$ cat config.mk
export PLATFORM = sky130hd
export DESIGN_NAME = sap_ram_ctrl
export DESIGN_NICKNAME = d
export VERILOG_FILES = /design/src/rtl/sap_pkg.sv /design/src/rtl/sap_ram_ctrl_btn_debounce.sv /design/src/rtl/sap_ram_ctrl.sv
export SDC_FILE = /design/constraint.sdc
export NUM_CORES = 1
export LEC_CHECK = 0
export BUFFER_PORTS_ARGS = -buffer_cell sky130_fd_sc_hd__buf_2
export CORE_ASPECT_RATIO = 0.9
export CORE_MARGIN = 2
export CORE_UTILIZATION = 60
export DETAILED_ROUTE_END_ITERATION = 16
export GPL_TIMING_DRIVEN = 0
export PLACE_DENSITY = 0.85
export SLEW_MARGIN = 20
export SYNTH_ARGS = -nofsm -noshare
export SYNTH_HDL_FRONTEND = slang
export SYNTH_SLANG_ARGS = --single-unit
export TNS_END_PERCENT = 5
$ cat constraint.sdc
create_clock -name clk -period 4 [get_ports clk]
set_clock_uncertainty 0.1 [all_clocks]
set_input_delay 0.4 -clock clk [delete_from_list [all_inputs] [get_ports clk]]
set_output_delay 0.4 -clock clk [all_outputs]
set_load 0.02 [all_outputs]
$ cat src/rtl/sap_pkg.sv
// Shared types and constants for the SAP RAM/MAR block.
// Latency: n/a (declarations only).
// Backpressure: n/a.
package sap_pkg;

    // Program-mode loader states
    typedef enum logic [1:0] {
        IDLE    = 2'd0,
        PRESS   = 2'd1,
        WRITE   = 2'd2,
        RELEASE = 2'd3
    } ld_state_t;

    // Address source select
    localparam logic ADDR_SRC_DIP = 1'b0;
    localparam logic ADDR_SRC_MAR = 1'b1;

    // Operating mode
    localparam logic MODE_PROG = 1'b0;
    localparam logic MODE_RUN  = 1'b1;

endpackage

$ cat src/rtl/sap_ram_ctrl_btn_debounce.sv
// Push-button synchroniser + debounce FSM producing one write pulse per accepted press.
// Latency: 2 sync cycles + DEBOUNCE_CYCLES cycles in PRESS, then a single WRITE cycle.
// Backpressure: none; enable low forces IDLE and suppresses the pulse immediately.
module btn_debounce
    import sap_pkg::*;
#(
    parameter int DEBOUNCE_CYCLES = 4
) (
    input  logic clk,
    input  logic clr_n,
    input  logic enable,
    input  logic push_button,
    output logic write_pulse
);

    localparam int                 CNT_W   = $clog2(DEBOUNCE_CYCLES + 1);
    localparam logic [CNT_W-1:0]   CNT_MAX = CNT_W'(DEBOUNCE_CYCLES);
    localparam logic [CNT_W-1:0]   CNT_ONE = CNT_W'(1);

    logic [1:0]       sync_q;
    logic             btn_s;
    ld_state_t        state_q, state_d;
    logic [CNT_W-1:0] cnt_q, cnt_d;

    assign btn_s = sync_q[1];

    // Two-flop synchroniser for the raw asynchronous button
    always_ff @(posedge clk or negedge clr_n) begin
        if (!clr_n) begin
            sync_q <= 2'b00;
        end else begin
            sync_q <= {sync_q[0], push_button};
        end
    end

    // Loader state and debounce counter registers
    always_ff @(posedge clk or negedge clr_n) begin
        if (!clr_n) begin
            state_q <= IDLE;
            cnt_q   <= '0;
        end else begin
            state_q <= state_d;
            cnt_q   <= cnt_d;
        end
    end

    // Next-state logic: count stable samples on press and on release
    always_comb begin
        state_d     = state_q;
        cnt_d       = cnt_q;
        write_pulse = 1'b0;
        if (!enable) begin
            // Leaving program mode: abandon any press, never write
            state_d = IDLE;
            cnt_d   = '0;
        end else begin
            case (state_q)
                IDLE: begin
                    cnt_d = '0;
                    if (btn_s) begin
                        state_d = PRESS;
                        cnt_d   = CNT_ONE;
                    end
                end
                PRESS: begin
                    if (!btn_s) begin
                        state_d = IDLE;
                        cnt_d   = '0;
                    end else if (cnt_q == CNT_MAX) begin
                        state_d = WRITE;
                    end else begin
                        cnt_d = cnt_q + CNT_ONE;
                    end
                end
                WRITE: begin
                    write_pulse = 1'b1;
                    state_d     = RELEASE;
                    cnt_d       = '0;
                end
                RELEASE: begin
                    if (btn_s) begin
                        // Bounce back high: release must be stable from scratch
                        cnt_d = '0;
                    end else if (cnt_q == CNT_MAX) begin
                        state_d = IDLE;
                        cnt_d   = '0;
                    end else begin
                        cnt_d = cnt_q + CNT_ONE;
                    end
                end
                default: begin
                    state_d = IDLE;
                    cnt_d   = '0;
                end
            endcase
        end
    end

endmodule

$ cat src/rtl/sap_ram_ctrl.sv
// SAP RAM + MAR with run-mode bus writes and a debounced front-panel program loader.
// Latency: writes land on the clock edge; reads are combinational from the current address.
// Backpressure: none; strobes are sampled every edge, the loader ignores ram_in_n.
module sap_ram_ctrl
    import sap_pkg::*;
#(
    parameter int DATA_W          = 8,
    parameter int ADDR_W          = 4,
    parameter int DEBOUNCE_CYCLES = 4
) (
    input  logic              clk,
    input  logic              clr_n,
    input  logic              prog_mode,
    input  logic              addr_select,
    input  logic [ADDR_W-1:0] dipswitch_addr,
    input  logic [DATA_W-1:0] dipswitch_data,
    input  logic              push_button,
    input  logic [DATA_W-1:0] bus_in,
    input  logic              mar_clr,
    input  logic              load_mar_n,
    input  logic              inc_mar_n,
    input  logic              ram_in_n,
    input  logic              bus_enable_n,
    output logic [DATA_W-1:0] bus_out,
    output logic              bus_oe,
    output logic [ADDR_W-1:0] mar_q,
    output logic              prog_write
);

    localparam int DEPTH = 1 << ADDR_W;

    logic [DATA_W-1:0] mem [DEPTH];
    logic [ADDR_W-1:0] addr;
    logic              run_we;
    logic              write_pulse;
    logic              unused_bus_hi;

    // Only the low bus bits feed the MAR
    assign unused_bus_hi = ^bus_in[DATA_W-1:ADDR_W];

    assign addr   = (addr_select == ADDR_SRC_DIP) ? dipswitch_addr : mar_q;
    assign run_we = clr_n && (prog_mode == MODE_RUN) && !ram_in_n;

    btn_debounce #(
        .DEBOUNCE_CYCLES (DEBOUNCE_CYCLES)
    ) u_btn_debounce (
        .clk         (clk),
        .clr_n       (clr_n),
        .enable      (prog_mode == MODE_PROG),
        .push_button (push_button),
        .write_pulse (write_pulse)
    );

    // MAR: clear beats load beats increment; increment wraps naturally
    always_ff @(posedge clk or negedge clr_n) begin
        if (!clr_n) begin
            mar_q <= '0;
        end else if (mar_clr) begin
            mar_q <= '0;
        end else if (!load_mar_n) begin
            mar_q <= bus_in[ADDR_W-1:0];
        end else if (!inc_mar_n) begin
            mar_q <= mar_q + ADDR_W'(1);
        end
    end

    // Memory array: uninitialised, written at the pre-edge address
    always_ff @(posedge clk) begin
        if (run_we) begin
            mem[addr] <= bus_in;
        end else if (write_pulse) begin
            mem[addr] <= dipswitch_data;
        end
    end

    assign bus_oe     = ~bus_enable_n;
    assign bus_out    = bus_enable_n ? '0 : mem[addr];
    assign prog_write = write_pulse;

endmodule

Yosys cells after proc, flatten, opt, wreduce, memory -nomap -nowiden
Memories as Yosys holds them, arrays and structs flattened.
Cells that the tools add are included.
{"block": "totals", "register_bits": 11, "ram_bits": 128, "input_bits": 30, "output_inout_bits": 14, "wordCells": 51, "memories": 1}
{"memory": "mem", "words": 16, "word_bits": 8, "rd": 1, "rd_ports_with_merged_regs": 0, "wr": 1, "line": "sap_ram_ctrl.sv:32", "source": "logic [DATA_W-1:0] mem [DEPTH];"}
{"block": "classes", "n_addsub": 2, "eq_ne": 10, "muxes": 27, "n_bitwise": 2, "reduce_logical": 5}
{"cell": "2-to-1 mux 4 bit", "count": 4}
{"cell": "2-to-1 mux 8 bit", "count": 2}
{"cell": "2-to-1 mux 3 bit", "count": 5}
{"cell": "2-to-1 mux 2 bit", "count": 6}
{"cell": "case mux 3 bit (4 select lines)", "count": 1}
{"cell": "2-to-1 mux 1 bit", "count": 8}
{"cell": "!= test 4 bit, second input constant", "count": 2}
{"cell": "case mux 2 bit (4 select lines)", "count": 1}
{"cell": "!= test 3 x 2 -> 1 bit, second input constant", "count": 2}
{"cell": "!= test 3 bit, second input constant", "count": 2}
{"cell": "adder 4 x 1 -> 4 bit, second input constant", "count": 1}
{"cell": "equality test 2 bit, second input constant", "count": 2}
{"cell": "AND reduction 4 bit", "count": 1}
{"cell": "adder 3 x 1 -> 3 bit, second input constant", "count": 1}
{"cell": "equality test 3 bit, second input constant", "count": 1}
{"cell": "equality test 2 x 1 -> 1 bit, second input constant", "count": 1}
{"cell": "logical AND 1 bit", "count": 2}
{"cell": "logical NOT 2 bit", "count": 1}
{"cell": "logical NOT 1 bit", "count": 1}
{"cell": "NOT 1 bit", "count": 1}
{"cell": "bitwise OR 1 bit", "count": 1}

Depth between registers and ports, before layout
Gate-level depths: netlist (run 1).
{"block": "depth", "word_depth": 7, "depth_mapped": 7, "depth_no_buf": 6}

Cells and area by module
From an unflattened synthesis (run 1), not the netlist that was laid out.
{"block": "unflattened", "hier_cells": 372, "area_unflattened_um2": 6060.8}
{"module": "sap_ram_ctrl", "n_inst": 1, "cells_per_inst": 337, "area_per_inst_um2": 5695.5, "seq_area_each_um2": 3943.8}
{"module": "btn_debounce", "n_inst": 1, "cells_per_inst": 35, "area_per_inst_um2": 365.4, "seq_area_each_um2": 175.2}

Least setup slack after synthesis (run 1)
No wires, ideal clock.
{"block": "synth_timing", "path_kind": "flip-flop to output port", "from": "register mar_q[0]", "to": "output bus_out[5]", "t_arrival_ns": 2.137, "t_required_ns": 3.500, "path_slack_ns": 1.363, "path_stages_with_launch": 8, "n_path_buf": 3, "path_cell_list": "dfrtp_1 buf_4 and3b_2 clkbuf_1 buf_2 o21bai_1 a41oi_1 nor4_1"}
{"block": "synth_via", "elab_chain_len": 3}
{"item": "start, declared", "line": "sap_ram_ctrl.sv:26", "source": "output logic [ADDR_W-1:0] mar_q,"}
{"item": "start signal, assigned", "line": "sap_ram_ctrl.sv:61", "source": "mar_q <= bus_in[ADDR_W-1:0];"}
{"item": "start signal, assigned", "line": "sap_ram_ctrl.sv:63", "source": "mar_q <= mar_q + ADDR_W'(1);"}
{"item": "2-to-1 mux 4 bit", "line": "sap_ram_ctrl.sv:41", "source": "assign addr = (addr_select == ADDR_SRC_DIP) ? dipswitch_addr : mar_q;"}
{"item": "memory (16 x 8 bit)"}
{"item": "2-to-1 mux 8 bit", "line": "sap_ram_ctrl.sv:77", "source": "assign bus_out = bus_enable_n ? '0 : mem[addr];"}
{"item": "end, declared", "line": "sap_ram_ctrl.sv:24", "source": "output logic [DATA_W-1:0] bus_out,"}
Every way passes these cells.

Final worst setup path (run 1)
{"block": "layout_timing", "from": "register mar_q[0]", "to": "output bus_out[1]"}
The elaborated chain is that of the path after synthesis.

==> metrics.log, run 1 <==
INFO  metric run_status = finished, final reports clean
INFO  metric synthDominantAreaCellType = sky130_fd_sc_hd__edfxtp_1
INFO  metric cts_root_buf = sky130_fd_sc_hd__clkbuf_8
INFO  metric drtPass1Iterations = 5
INFO  metric hold_viol_final = 0
INFO  metric final-setup-viol-count = 0
INFO  metric syn-instance-count = 389
INFO  metric route.antenna.remaining_nets = 0
INFO  metric rrSetupSlack = 1.26 ns
INFO  metric insertedDiodeCount = 0
INFO  metric final_core_util = 0.726
INFO  metric core-area = 0.00974 mm2
INFO  metric die-width = 110 um
INFO  metric timing.final.crit_period = 3.33 ns
INFO  metric drt_wl_total = 13.7 mm
INFO  metric setup.worst_path.end_class = output pin
INFO  metric hold_wc_path_type = input pin to flip-flop
INFO  metric design.final.nets = 486
INFO  metric synth-seq-area-share = 0.678
INFO  metric async_flop_share = 0.0791
INFO  metric hold_path_startpoint = bus_in[0]
INFO  metric cts_hold_buf = 4
INFO  metric grt_first_pass_wirelength = 20.8 mm
INFO  metric overall_overflow_remaining_after_global_route = 0
INFO  metric cts-buffers-inserted = 17
INFO  metric floorplan.die_area = 0.0109 mm2
INFO  metric period_share = 0.833
INFO  metric critPathRequiredTime = 3.50 ns
INFO  metric setup_tns = 0 ns
INFO  metric vias_per_cell = 6.41
INFO  metric met2RoutedLength = 7.01 mm
INFO  metric post_drt_wl_per_cell = 23.2 um
INFO  metric yosys.cell_types.count = 45
INFO  metric post_cts.repair.setup_buffers = 0
INFO  metric critical-path-slowest-cell = sky130_fd_sc_hd__a41oi_1
INFO  metric combined_area_of_all_synthesized_cells = 0.00608 mm2
INFO  metric critical_path.top_delay_family = buffers and inverters
INFO  metric yosys_warnings = 0
INFO  metric number_of_design_rule_violations_left_by_the_first_detailed_router_iteration = 330
INFO  metric layout-drive-gt1-share = 0.275
INFO  metric tritoncts = built
INFO  metric slowest_delay = 0.42 ns
INFO  metric timing.critical_path.buf_inv = 4
INFO  metric ys_top_cells_by_count = sky130_fd_sc_hd__edfxtp_1, sky130_fd_sc_hd__o21bai_1, sky130_fd_sc_hd__nor2_1, sky130_fd_sc_hd__mux2_2, sky130_fd_sc_hd__a41oi_1
INFO  metric maxSlewHeadroom = 0.311
INFO  metric synth_nets = 422
INFO  metric unrepaired_setup_endpoints_after_global_routing = false
INFO  metric criticalPathCategory = flip-flop to output pin
INFO  metric rr_endpoint = mem[13][0]
INFO  metric drt_drc_violations_left = 0
INFO  metric synth_top_cell_area_share = 0.633
INFO  metric top_signal_layer_used = met4
INFO  metric worst_slew_pin_slew = 1.02 ns
INFO  metric met1_length = 5.43 mm
INFO  metric yosysMostFrequentCell = sky130_fd_sc_hd__edfxtp_1
INFO  metric min_delay_worst_endpoint = mar_q[0]
INFO  metric dr_wl_met3 = 968 um
INFO  metric vias_in_the_first_global_route = 3741
INFO  metric ys_seq_elements = 139
INFO  metric grt_max_degree = 17
INFO  metric cap_violations = 0
INFO  metric cpMostUsedCell = sky130_fd_sc_hd__buf_2
INFO  metric placement_rows = 34
INFO  metric buffer_ports.inserted = 41
INFO  metric io-pin-count = 44
INFO  metric num_vias = 3794
INFO  metric gr-usage-all-layers = 0.271
INFO  metric leakage = 2.59 nW
INFO  metric h-tree-depth = 4
INFO  metric worstSkewPairLatency = 0.53 ns
INFO  metric placed_wire_length_estimate_after_detailed_placement = 8.96 mm
INFO  metric crit_path_cell_trace = buf_4, and3b_2, clkbuf_1, buf_2, o21bai_1, a41oi_1, nor4_1, buf_2
INFO  metric timing_max_transition_violations_final = 0
INFO  metric place_congestion = 0.881
INFO  metric worstHoldPathCells = 3
INFO  metric cts-root-to-sink-buffers = 2
INFO  metric crit_path_start_kind = flip-flop
INFO  metric cp_max_fo = 10
INFO  metric effective_utilization_at_floorplan = 0.624
INFO  metric yosys_most_used_dff = sky130_fd_sc_hd__edfxtp_1
INFO  metric cts.clk_slew.worst_paths = 0.06 ns
INFO  metric avgSynthCellArea = 15.6 um2
INFO  metric syn2layout_area_growth = 16.4%
INFO  metric post_cts_resized = 0
INFO  metric timing.rr.start = u_btn_debounce.state_q[1]
INFO  metric synth.top_cells.by_area = sky130_fd_sc_hd__edfxtp_1, sky130_fd_sc_hd__o21bai_1, sky130_fd_sc_hd__dfrtp_1
INFO  metric timing.reg2reg.worst_path_depth = 6
INFO  metric max_clock_freq = 300 MHz
INFO  metric power_density_relative_to_cell_area = 485 mW/mm2
INFO  metric die_height = 99.5 um
INFO  metric grt_antenna_before_repair = 0
INFO  metric cp_data_arrival_time = 2.83 ns
INFO  metric layout_filler_cell_count = 588
INFO  metric power.ir.vdd_worst = 0.000373 V
INFO  metric clock_sinks = 139
INFO  metric synth_enable_flop_cells = 128
==> placed cells by master (no fill, tap or decap), drive strengths merged, types with 4 or more instances in the layout <==
cell type,instances
a211oi,4
a21oi,4
a41oi,16
and3b,4
buf,57
clkbuf,27
clkinv,6
dfrtp,11
dlygate4sd3,4
edfxtp,128
inv,5
mux2,23
mux2i,5
mux4,9
nand2,7
nand3,4
nor2,25
nor3b,5
nor4,8
o21ai,10
o21bai,65
o22ai,8
==> worst max path at each step <==
stage | to | startpoint | depth (start not counted) | slack (ns)
global route | bus_out[2] | mar_q[1] | 7 | 0.60
global placement | bus_out[5] | dipswitch_addr[0] | 7 | 1.29
finish | bus_out[1] | mar_q[0] | 8 | 0.67
floorplan | bus_out[5] | mar_q[0] | 7 | 1.36
CTS | bus_out[2] | mar_q[0] | 8 | 0.70
detailed placement | bus_out[2] | dipswitch_addr[0] | 7 | 1.17
==> cell type report <==
cell class	instances	area, um2	share of cell area
sequential	139	4120	0.583
clock buffer	19	422	0.0596
timing repair buffer	45	245	0.0347
inverter	4	15.0	0.00212
tap	126	158	0.0223
multi-input combinational	222	1790	0.253
clock inverter	13	170	0.0241
buffer	24	154	0.0218
==> metal layers <==
layer	track usage	up-vias
met5	0	-
met4	0.0983	0
met3	0.0734	33
met2	0.439	163
met1	0.356	1918
li1	-	1680
==> flip-flops by register name (all words and copies together) (netlist names) <==
register and cells:
mar_q 4, u_btn_debounce.state_q 2, u_btn_debounce.sync_q 2, u_btn_debounce.cnt_q 3
mem 128
==> worst min-delay path, delay by kind of cell <==
family | cells | cell delay (ns)
buf+inv | 1 | 0.09
simple gates | 1 | 0.08
mux | 1 | 0.06
==> logic make-up after synthesis <==
group           Yosys count  share of synthesized area
mux                      37                     0.0869
flops                   139                      0.678
simple gates             67                     0.0622
compound gates          112                      0.135
xor+xnor                  3                    0.00433
fa+ha+maj                 3                    0.00618
buf+inv                  28                     0.0278
==> metrics by stage <==
stage / power (W) / setup WS (ns) / hold slack [ns] / cell area (um2) / std cells
final: 0.00343 / 0.670 / 0.0301 / 7070 / 592
after CTS: 0.00343 / 0.700 / 0.0168 / 7070 / 592
after global routing: 0.00353 / 0.596 / 0.0664 / 7070 / 592
after global placement: 0.00189 / 1.29 / 0.183 / 6440 / 556
after detailed placement: 0.00190 / 1.17 / 0.188 / 6440 / 556
after floorplan: 0.00181 / 1.36 / 0.00441 / 6080 / 389
==> power by group <==
group	switching [W]	internal [W]	total, W	leakage (nW)
clock	0.000596	0.000954	0.00155	0.279
sequential	0.0000100	0.00160	0.00161	1.29
combinational	0.000167	0.000102	0.000269	1.01
total	0.000774	0.00266	0.00343	2.59
(Power assumes the default switching activity.)
==> run 2, diff against run 1 <==
Clock period 4 ns to 3.15 ns, I/O delays scaled along.
==> run 2 against run 1 <==
Against the previous run:
- critical path depth did not move
- final cell count up 0.51%
- clock power increased by 26%
- combinational power is 32% higher
- non-clock buffer count is 3 higher
- die area unchanged
- sequential power is 27% higher
- flip-flop and latch count stayed put
- sequential share of layout area down 0.60 points
- register-to-register slack worse by 0.86 ns
- global-route usage increased by 0.21 points
- largest cell class unchanged
- highest routed layer unchanged
==> metrics.log, run 2 (same netlist as run 1, synthesis figures left out) <==
INFO  metric run_status = finished, final reports clean
INFO  metric power.share.switching = 0.226 (+0.000241)
INFO  metric cap_violations = 0 (unchanged)
INFO  metric grt_first_pass_wirelength = 20.9 mm (+0.70%)
INFO  metric io-pin-count = 44 (unchanged)
INFO  metric vias_in_the_first_global_route = 3751 (+0.27%)
INFO  metric buffer_ports.inserted = 41 (unchanged)
INFO  metric rrSetupSlack = 0.40 ns (-0.86 ns)
INFO  metric cts.clk_slew.worst_paths = 0.06 ns (about the same)
INFO  metric layout-drive-gt1-share = 0.284 (+0.00890)
INFO  metric grt_util_met1 = 0.362 (+0.00602)
INFO  metric design.final.nets = 489 (+0.62%)
INFO  metric insertedDiodeCount = 0 (unchanged)
INFO  metric timing_max_transition_violations_final = 0 (unchanged)
INFO  metric final-setup-viol-count = 0 (unchanged)
INFO  metric cts-buffers-inserted = 17 (unchanged)
INFO  metric timing.rr.start = u_btn_debounce.state_q[1]
INFO  metric critPathRequiredTime = 2.73 ns (-0.77 ns)
INFO  metric clock_sinks = 139 (unchanged)
INFO  metric number_of_design_rule_violations_left_by_the_first_detailed_router_iteration = 365 (+11%)
INFO  metric grt.met2_usage = 0.444 (+0.00519)
INFO  metric worstSkewPairLatency = 0.53 ns (about the same)
INFO  metric drt_wl_total = 14.0 mm (+2.0%)
INFO  metric syn2layout_area_growth = 17.6%
INFO  metric internal_power = 0.00338 W (+27%)
INFO  metric max_clock_freq = 320 MHz
INFO  metric grt_antenna_before_repair = 0 (unchanged)
INFO  metric cts-root-to-sink-buffers = 2 (unchanged)
INFO  metric detailedPlace.worstSlack = 0.441 ns (-0.733 ns)
INFO  metric post_cts.repair.setup_buffers = 0 (unchanged)
INFO  metric final_core_util = 0.734 (+0.00783)
INFO  metric critPathCapture = bus_out[5]
INFO  metric worst_slew_pin_slew = 1.02 ns (-0.00430 ns)
INFO  metric crit_path_start = mar_q[0]
INFO  metric effective_utilization_at_floorplan = 0.624 (unchanged)
INFO  metric post_drt_wl_per_cell = 23.6 um (+1.5%)
INFO  metric postLayoutSetupSlackWorst = 0.0280 ns (-0.642 ns)
INFO  metric power.ir.vdd_worst = 0.000470 V (+26%)
INFO  metric share_clk_of_total_power = 0.450 (-0.002)
INFO  metric die-width = 110 um (unchanged)
INFO  metric regMostFlops = mem
INFO  metric mostFrequentLayoutCell = sky130_fd_sc_hd__edfxtp_1
INFO  metric drtPass1Iterations = 5 (unchanged)
INFO  metric layout_filler_cell_count = 570 (-3.1%)
INFO  metric power.combinational.fraction = 0.081 (+0.002)
INFO  metric hold_viol_final = 0 (unchanged)
INFO  metric placed_wire_length_estimate_after_detailed_placement = 8.96 mm (unchanged)
INFO  metric route.antenna.remaining_nets = 0 (unchanged)
INFO  metric setup.worst_path.end_class = output pin
INFO  metric tritoncts = built
INFO  metric drt_drc_violations_left = 0 (unchanged)
INFO  metric largest_reg_flops = 128 (unchanged)
INFO  metric num_vias = 3827 (+0.87%)
INFO  metric grt_busiest_layer = met2
INFO  metric timing.reg2reg.worst_path_depth = 6 (unchanged)
INFO  metric seqPwrFrac = 0.469 (about the same)
INFO  metric crit_path_start_kind = flip-flop
INFO  metric cp_max_fo = 10 (unchanged)
INFO  metric placement_rows = 34 (unchanged)
INFO  metric core-area = 0.00974 mm2 (unchanged)
INFO  metric h-tree-depth = 4 (unchanged)
INFO  metric gr-usage-all-layers = 0.274 (+0.00213)
INFO  metric timing.final.crit_period = 3.12 ns
INFO  metric place_congestion = 0.881 (unchanged)
INFO  metric criticalPathCategory = flip-flop to output pin
INFO  metric vias_per_cell = 6.43 (+0.36%)
INFO  metric fin_total_pwr = 0.00437 W (+27%)
INFO  metric floorplan.die_area = 0.0109 mm2 (unchanged)
INFO  metric die_height = 99.5 um (unchanged)
INFO  metric leakage = 2.61 nW (+0.73%)
INFO  metric hold_wc_path_type = input pin to asynchronous set/reset pin
INFO  metric grt_max_degree = 17 (unchanged)
INFO  metric cts_root_buf = sky130_fd_sc_hd__clkbuf_8
INFO  metric switchingPower = 0.000986 W (+27%)
INFO  metric most-common-layout-cells = sky130_fd_sc_hd__edfxtp_1, sky130_fd_sc_hd__o21bai_1, sky130_fd_sc_hd__buf_2
INFO  metric rr_endpoint = mem[12][0]
INFO  metric holdWs = 0.0850 ns (+0.0550 ns)
INFO  metric grt_util_met3 = 0.0675 (-0.00590)
INFO  metric largestRegisters = mem (128), mar_q (4), u_btn_debounce.cnt_q (3)
INFO  metric maxSlewHeadroom = 0.314 (+0.00289)
INFO  metric overall_overflow_remaining_after_global_route = 0 (unchanged)
INFO  metric power_density_relative_to_cell_area = 611 mW/mm2 (+26%)
INFO  metric period_share = 0.991
INFO  metric cp_data_arrival_time = 2.71 ns (-0.12 ns)
INFO  metric setup_tns = 0 ns (unchanged)
==> run 2: cell count changes in the layout (fill, tap and decap cells not counted), sizes merged <==
| cell | delta |
|---|---|
| buf | -1 |
| dlygate4sd3 | +4 |
==> run 2: layout make-up <==
| type | instances | area [um2] | area share |
|---|---|---|---|
| clock buffer | 19 | 422 | 0.0590 |
| timing repair buffer | 49 | 285 | 0.0399 |
| tap | 126 | 158 | 0.0221 |
| clock inverter | 13 | 170 | 0.0238 |
| inverter | 4 | 15.0 | 0.00210 |
| multi-input combinational | 222 | 1820 | 0.255 |
| sequential | 139 | 4120 | 0.577 |
| buffer | 23 | 155 | 0.0217 |
==> run 2: worst min-delay path by stage <==
stage / from / endpoint / cells past startpoint
3_5_place_dp: clr_n / u_btn_debounce.cnt_q[1] / 1
4_1_cts: load_mar_n / mar_q[3] / 3
2_1_floorplan: clr_n / mar_q[0] / 0
3_3_place_gp: clr_n / u_btn_debounce.cnt_q[0] / 1
5_1_grt: clr_n / u_btn_debounce.cnt_q[0] / 2
6_report: clr_n / u_btn_debounce.cnt_q[1] / 2
==> run 2: worst max-delay path: stages, from the launching register on <==
cell	delay (ns)
sky130_fd_sc_hd__dfrtp_1	0.40
sky130_fd_sc_hd__buf_4	0.18
sky130_fd_sc_hd__and3_2	0.17
sky130_fd_sc_hd__clkbuf_1	0.20
sky130_fd_sc_hd__clkbuf_4	0.25
sky130_fd_sc_hd__o21bai_1	0.15
sky130_fd_sc_hd__a41oi_1	0.18
sky130_fd_sc_hd__nor4_1	0.39
sky130_fd_sc_hd__buf_2	0.24
==> run 2: power by group through the flow <==
stage / combinational (W) / sequential (W) / clock, W
2_1_floorplan: 0.000213 / 0.00208 / 0
3_3_place_gp: 0.000323 / 0.00208 / 0
3_5_place_dp: 0.000332 / 0.00208 / 0
4_1_cts: 0.000347 / 0.00204 / 0.00198
5_1_grt: 0.000377 / 0.00205 / 0.00207
6_report: 0.000355 / 0.00205 / 0.00196
==> run 2: layer usage <==
metal	wire length (um)	vias up
li1	-	1686
met1	5580	1908
met2	7120	202
met3	994	31
met4	334	0
met5	0	-
==> run 2: repair_timing <==
item	4_1_cts	5_1_grt
endpoints found under the hold margin	19	0
setup endpoints to repair	4	7
gates resized for setup	3	6
hold buffers	8	0
pin swaps	1	2
==> run 2: through the flow <==
step                      cells  cell area, um2
after CTS                   596            7130
after floorplan             389            6080
after global routing        595            7150
after global placement      556            6440
final                       595            7150
after detailed placement    556            6440
==> run 3, diff against run 2 <==
Settings changed: SETUP_SLACK_MARGIN set to 0.2.
==> run 3 against run 2 <==
Against the previous run:
- final cell count grew 0.34%
- cell area is 0.89% higher
- via count up 1.4%
- non-clock buffer count grew 2
- utilization increased by 0.66 points
- die area unchanged
- first-iteration DRC count down 13%
- register-to-register slack about the same
- sequential share of layout area is 0.51 points lower
- largest cell class unchanged
==> metrics.log, run 3 (same netlist as run 1, synthesis figures left out) <==
INFO  metric largestRegisters = mem (128), mar_q (4), u_btn_debounce.cnt_q (3)
INFO  metric core-area = 0.00974 mm2 (unchanged)
INFO  metric crit_path_cell_trace = and3_2, clkbuf_2, buf_4, o21bai_1, a41oi_2, nor4_2, buf_4
INFO  metric crit_cells = 7 (-1)
INFO  metric cts-root-to-sink-buffers = 2 (unchanged)
INFO  metric cp_max_fo = 10 (unchanged)
INFO  metric timing.rr.start = u_btn_debounce.state_q[1]
INFO  metric placed_wire_length_estimate_after_detailed_placement = 8.96 mm (unchanged)
INFO  metric worst_slew_pin_slew = 1.02 ns (+0.00377 ns)
INFO  metric clock_sinks = 139 (unchanged)
INFO  metric effective_utilization_at_floorplan = 0.624 (unchanged)
INFO  metric cts-buffers-inserted = 17 (unchanged)
INFO  metric buffer_ports.inserted = 41 (unchanged)
INFO  metric insertedDiodeCount = 0 (unchanged)
INFO  metric detailedPlace.worstSlack = 0.441 ns (unchanged)
INFO  metric cts_root_buf = sky130_fd_sc_hd__clkbuf_8
INFO  metric io-pin-count = 44 (unchanged)
INFO  metric maxSlewHeadroom = 0.312 (-0.00253)
INFO  metric vias_in_the_first_global_route = 3752 (+0.027%)
INFO  metric grt_antenna_before_repair = 0 (unchanged)
INFO  metric gr-usage-all-layers = 0.278 (+0.00412)
INFO  metric floorplan.die_area = 0.0109 mm2 (unchanged)
INFO  metric unrepaired_setup_endpoints_after_global_routing = true
INFO  metric grt_max_degree = 17 (unchanged)
INFO  metric seqPwrFrac = 0.467 (-0.002)
INFO  metric max_clock_freq = 333 MHz (+4.1%)
INFO  metric vias_per_cell = 6.50 (+1.1%)
INFO  metric critical-path-slowest-cell = sky130_fd_sc_hd__dfrtp_2
INFO  metric regMostFlops = mem
INFO  metric share_clk_of_total_power = 0.450 (about the same)
INFO  metric cap_violations = 0 (unchanged)
INFO  metric cpMostUsedCell = sky130_fd_sc_hd__buf_4
INFO  metric slowest_delay = 0.49 ns (+0.09 ns)
INFO  metric layout-drive-gt1-share = 0.301 (+0.0179)
INFO  metric number_of_design_rule_violations_left_by_the_first_detailed_router_iteration = 317 (-13%)
INFO  metric drt_drc_violations_left = 0 (unchanged)
INFO  metric route.antenna.remaining_nets = 0 (unchanged)
INFO  metric timing.final.crit_period = 3.00 ns (-0.123 ns)
INFO  metric rr_endpoint = mem[6][4]
INFO  metric tritoncts = built
INFO  metric post_drt_wl_per_cell = 23.7 um (+0.56%)
INFO  metric die_height = 99.5 um (unchanged)
INFO  metric cts.clk_slew.worst_paths = 0.06 ns (about the same)
INFO  metric hold_wc_path_type = input pin to asynchronous set/reset pin
INFO  metric criticalPathCategory = flip-flop to output pin
INFO  metric drtPass1Iterations = 5 (unchanged)
INFO  metric switchingPower = 0.000997 W (+1.1%)
INFO  metric critPathCapture = bus_out[5]
INFO  metric design.final.nets = 491 (+0.41%)
INFO  metric mostFrequentLayoutCell = sky130_fd_sc_hd__edfxtp_1
INFO  metric place_congestion = 0.881 (unchanged)
INFO  metric grt_first_pass_wirelength = 21.3 mm (+1.9%)
INFO  metric postLayoutSetupSlackWorst = 0.151 ns (+0.123 ns)
INFO  metric period_share = 0.952 (-0.0392)
INFO  metric overall_overflow_remaining_after_global_route = 0 (unchanged)
INFO  metric hold_viol_final = 0 (unchanged)
INFO  metric setup.worst_path.end_class = output pin
INFO  metric timing.critical_path.buf_inv = 3 (-1)
INFO  metric most-common-layout-cells = sky130_fd_sc_hd__edfxtp_1, sky130_fd_sc_hd__o21bai_1, sky130_fd_sc_hd__buf_2
INFO  metric drt_wl_total = 14.2 mm (+0.90%)
INFO  metric internal_power = 0.00339 W (+0.26%)
INFO  metric rrSetupSlack = 0.39 ns (about the same)
INFO  metric die-width = 110 um (unchanged)
INFO  metric num_vias = 3881 (+1.4%)
INFO  metric run_status = finished, final reports clean
INFO  metric worstSkewPairLatency = 0.53 ns (about the same)
INFO  metric critical_path.top_delay_family = simple AND/OR/NAND/NOR gates
INFO  metric power.combinational.fraction = 0.084 (+0.003)
INFO  metric h-tree-depth = 4 (unchanged)
INFO  metric placement_rows = 34 (unchanged)
INFO  metric power.ir.vdd_worst = 0.000475 V (+1.1%)
INFO  metric power_density_relative_to_cell_area = 608 mW/mm2 (-0.44%)
INFO  metric setup_tns = 0 ns (unchanged)
INFO  metric timing_max_transition_violations_final = 0 (unchanged)
INFO  metric cp_data_arrival_time = 2.58 ns (-0.13 ns)
INFO  metric syn2layout_area_growth = 18.7%
INFO  metric leakage = 2.62 nW (+0.45%)
INFO  metric power.share.switching = 0.227 (+0.00152)
INFO  metric timing.reg2reg.worst_path_depth = 6 (unchanged)
INFO  metric crit_path_start = mar_q[1]
INFO  metric largest_reg_flops = 128 (unchanged)
INFO  metric final-setup-viol-count = 0 (unchanged)
INFO  metric critPathRequiredTime = 2.73 ns (about the same)
INFO  metric crit_path_start_kind = flip-flop
## run 3: through the flow
step / std cells / instance area [um2] / power, W / util / hold WS, ns
finish: 597 / 7210 / 0.00439 / 0.740 / 0.0789
global placement: 556 / 6440 / 0.00240 / 0.661 / 0.0980
detailed placement: 556 / 6440 / 0.00241 / 0.661 / 0.103
global route: 597 / 7210 / 0.00450 / 0.740 / 0.110
CTS: 597 / 7210 / 0.00438 / 0.740 / 0.0395
floorplan: 389 / 6080 / 0.00230 / - / -0.0806
## run 3: how the worst min path moves through the flow
stage	startpoint	endpoint	slack, ns	cells after the start
2_1_floorplan	clr_n	mar_q[0]	-0.08	0
3_3_place_gp	clr_n	u_btn_debounce.cnt_q[0]	0.1	1
3_5_place_dp	clr_n	u_btn_debounce.cnt_q[1]	0.10	1
4_1_cts	load_mar_n	mar_q[3]	0.04	3
5_1_grt	clr_n	u_btn_debounce.cnt_q[0]	0.11	2
6_report	clr_n	u_btn_debounce.cnt_q[1]	0.08	2
## run 3: area by class of cell
cell class / count / area, um2
Multi-Input combinational cell: 222 / 1860
Clock inverter: 13 / 170
Tap cell: 126 / 158
Inverter: 4 / 15.0
Sequential cell: 139 / 4120
Buffer: 24 / 170
Fill cell: 559 / 2530
Timing Repair Buffer: 50 / 295
Clock buffer: 19 / 422
## run 3: power by group through the flow
stage / Sequential [W] / Clock (W) / Combinational [W]
6_report: 0.00205 / 0.00197 / 0.000368
5_1_grt: 0.00205 / 0.00207 / 0.000390
4_1_cts: 0.00205 / 0.00198 / 0.000361
3_5_place_dp: 0.00208 / 0 / 0.000332
3_3_place_gp: 0.00208 / 0 / 0.000323
2_1_floorplan: 0.00208 / 0 / 0.000213
## run 3: metal layers
metal  wire, um  up-vias  track usage
li1           -     1698            -
met1       5650     1957        0.377
met2       7250      191        0.454
met3        915       35       0.0609
met4        332        0       0.0847
met5          0        -            0
## run 3: repair_timing
action	CTS	global route
setup buffers	1	0
endpoints found under the hold margin	19	0
gates resized for setup	19	1
pin swaps	9	0
endpoints found under the setup margin	8	8
hold buffers	8	0
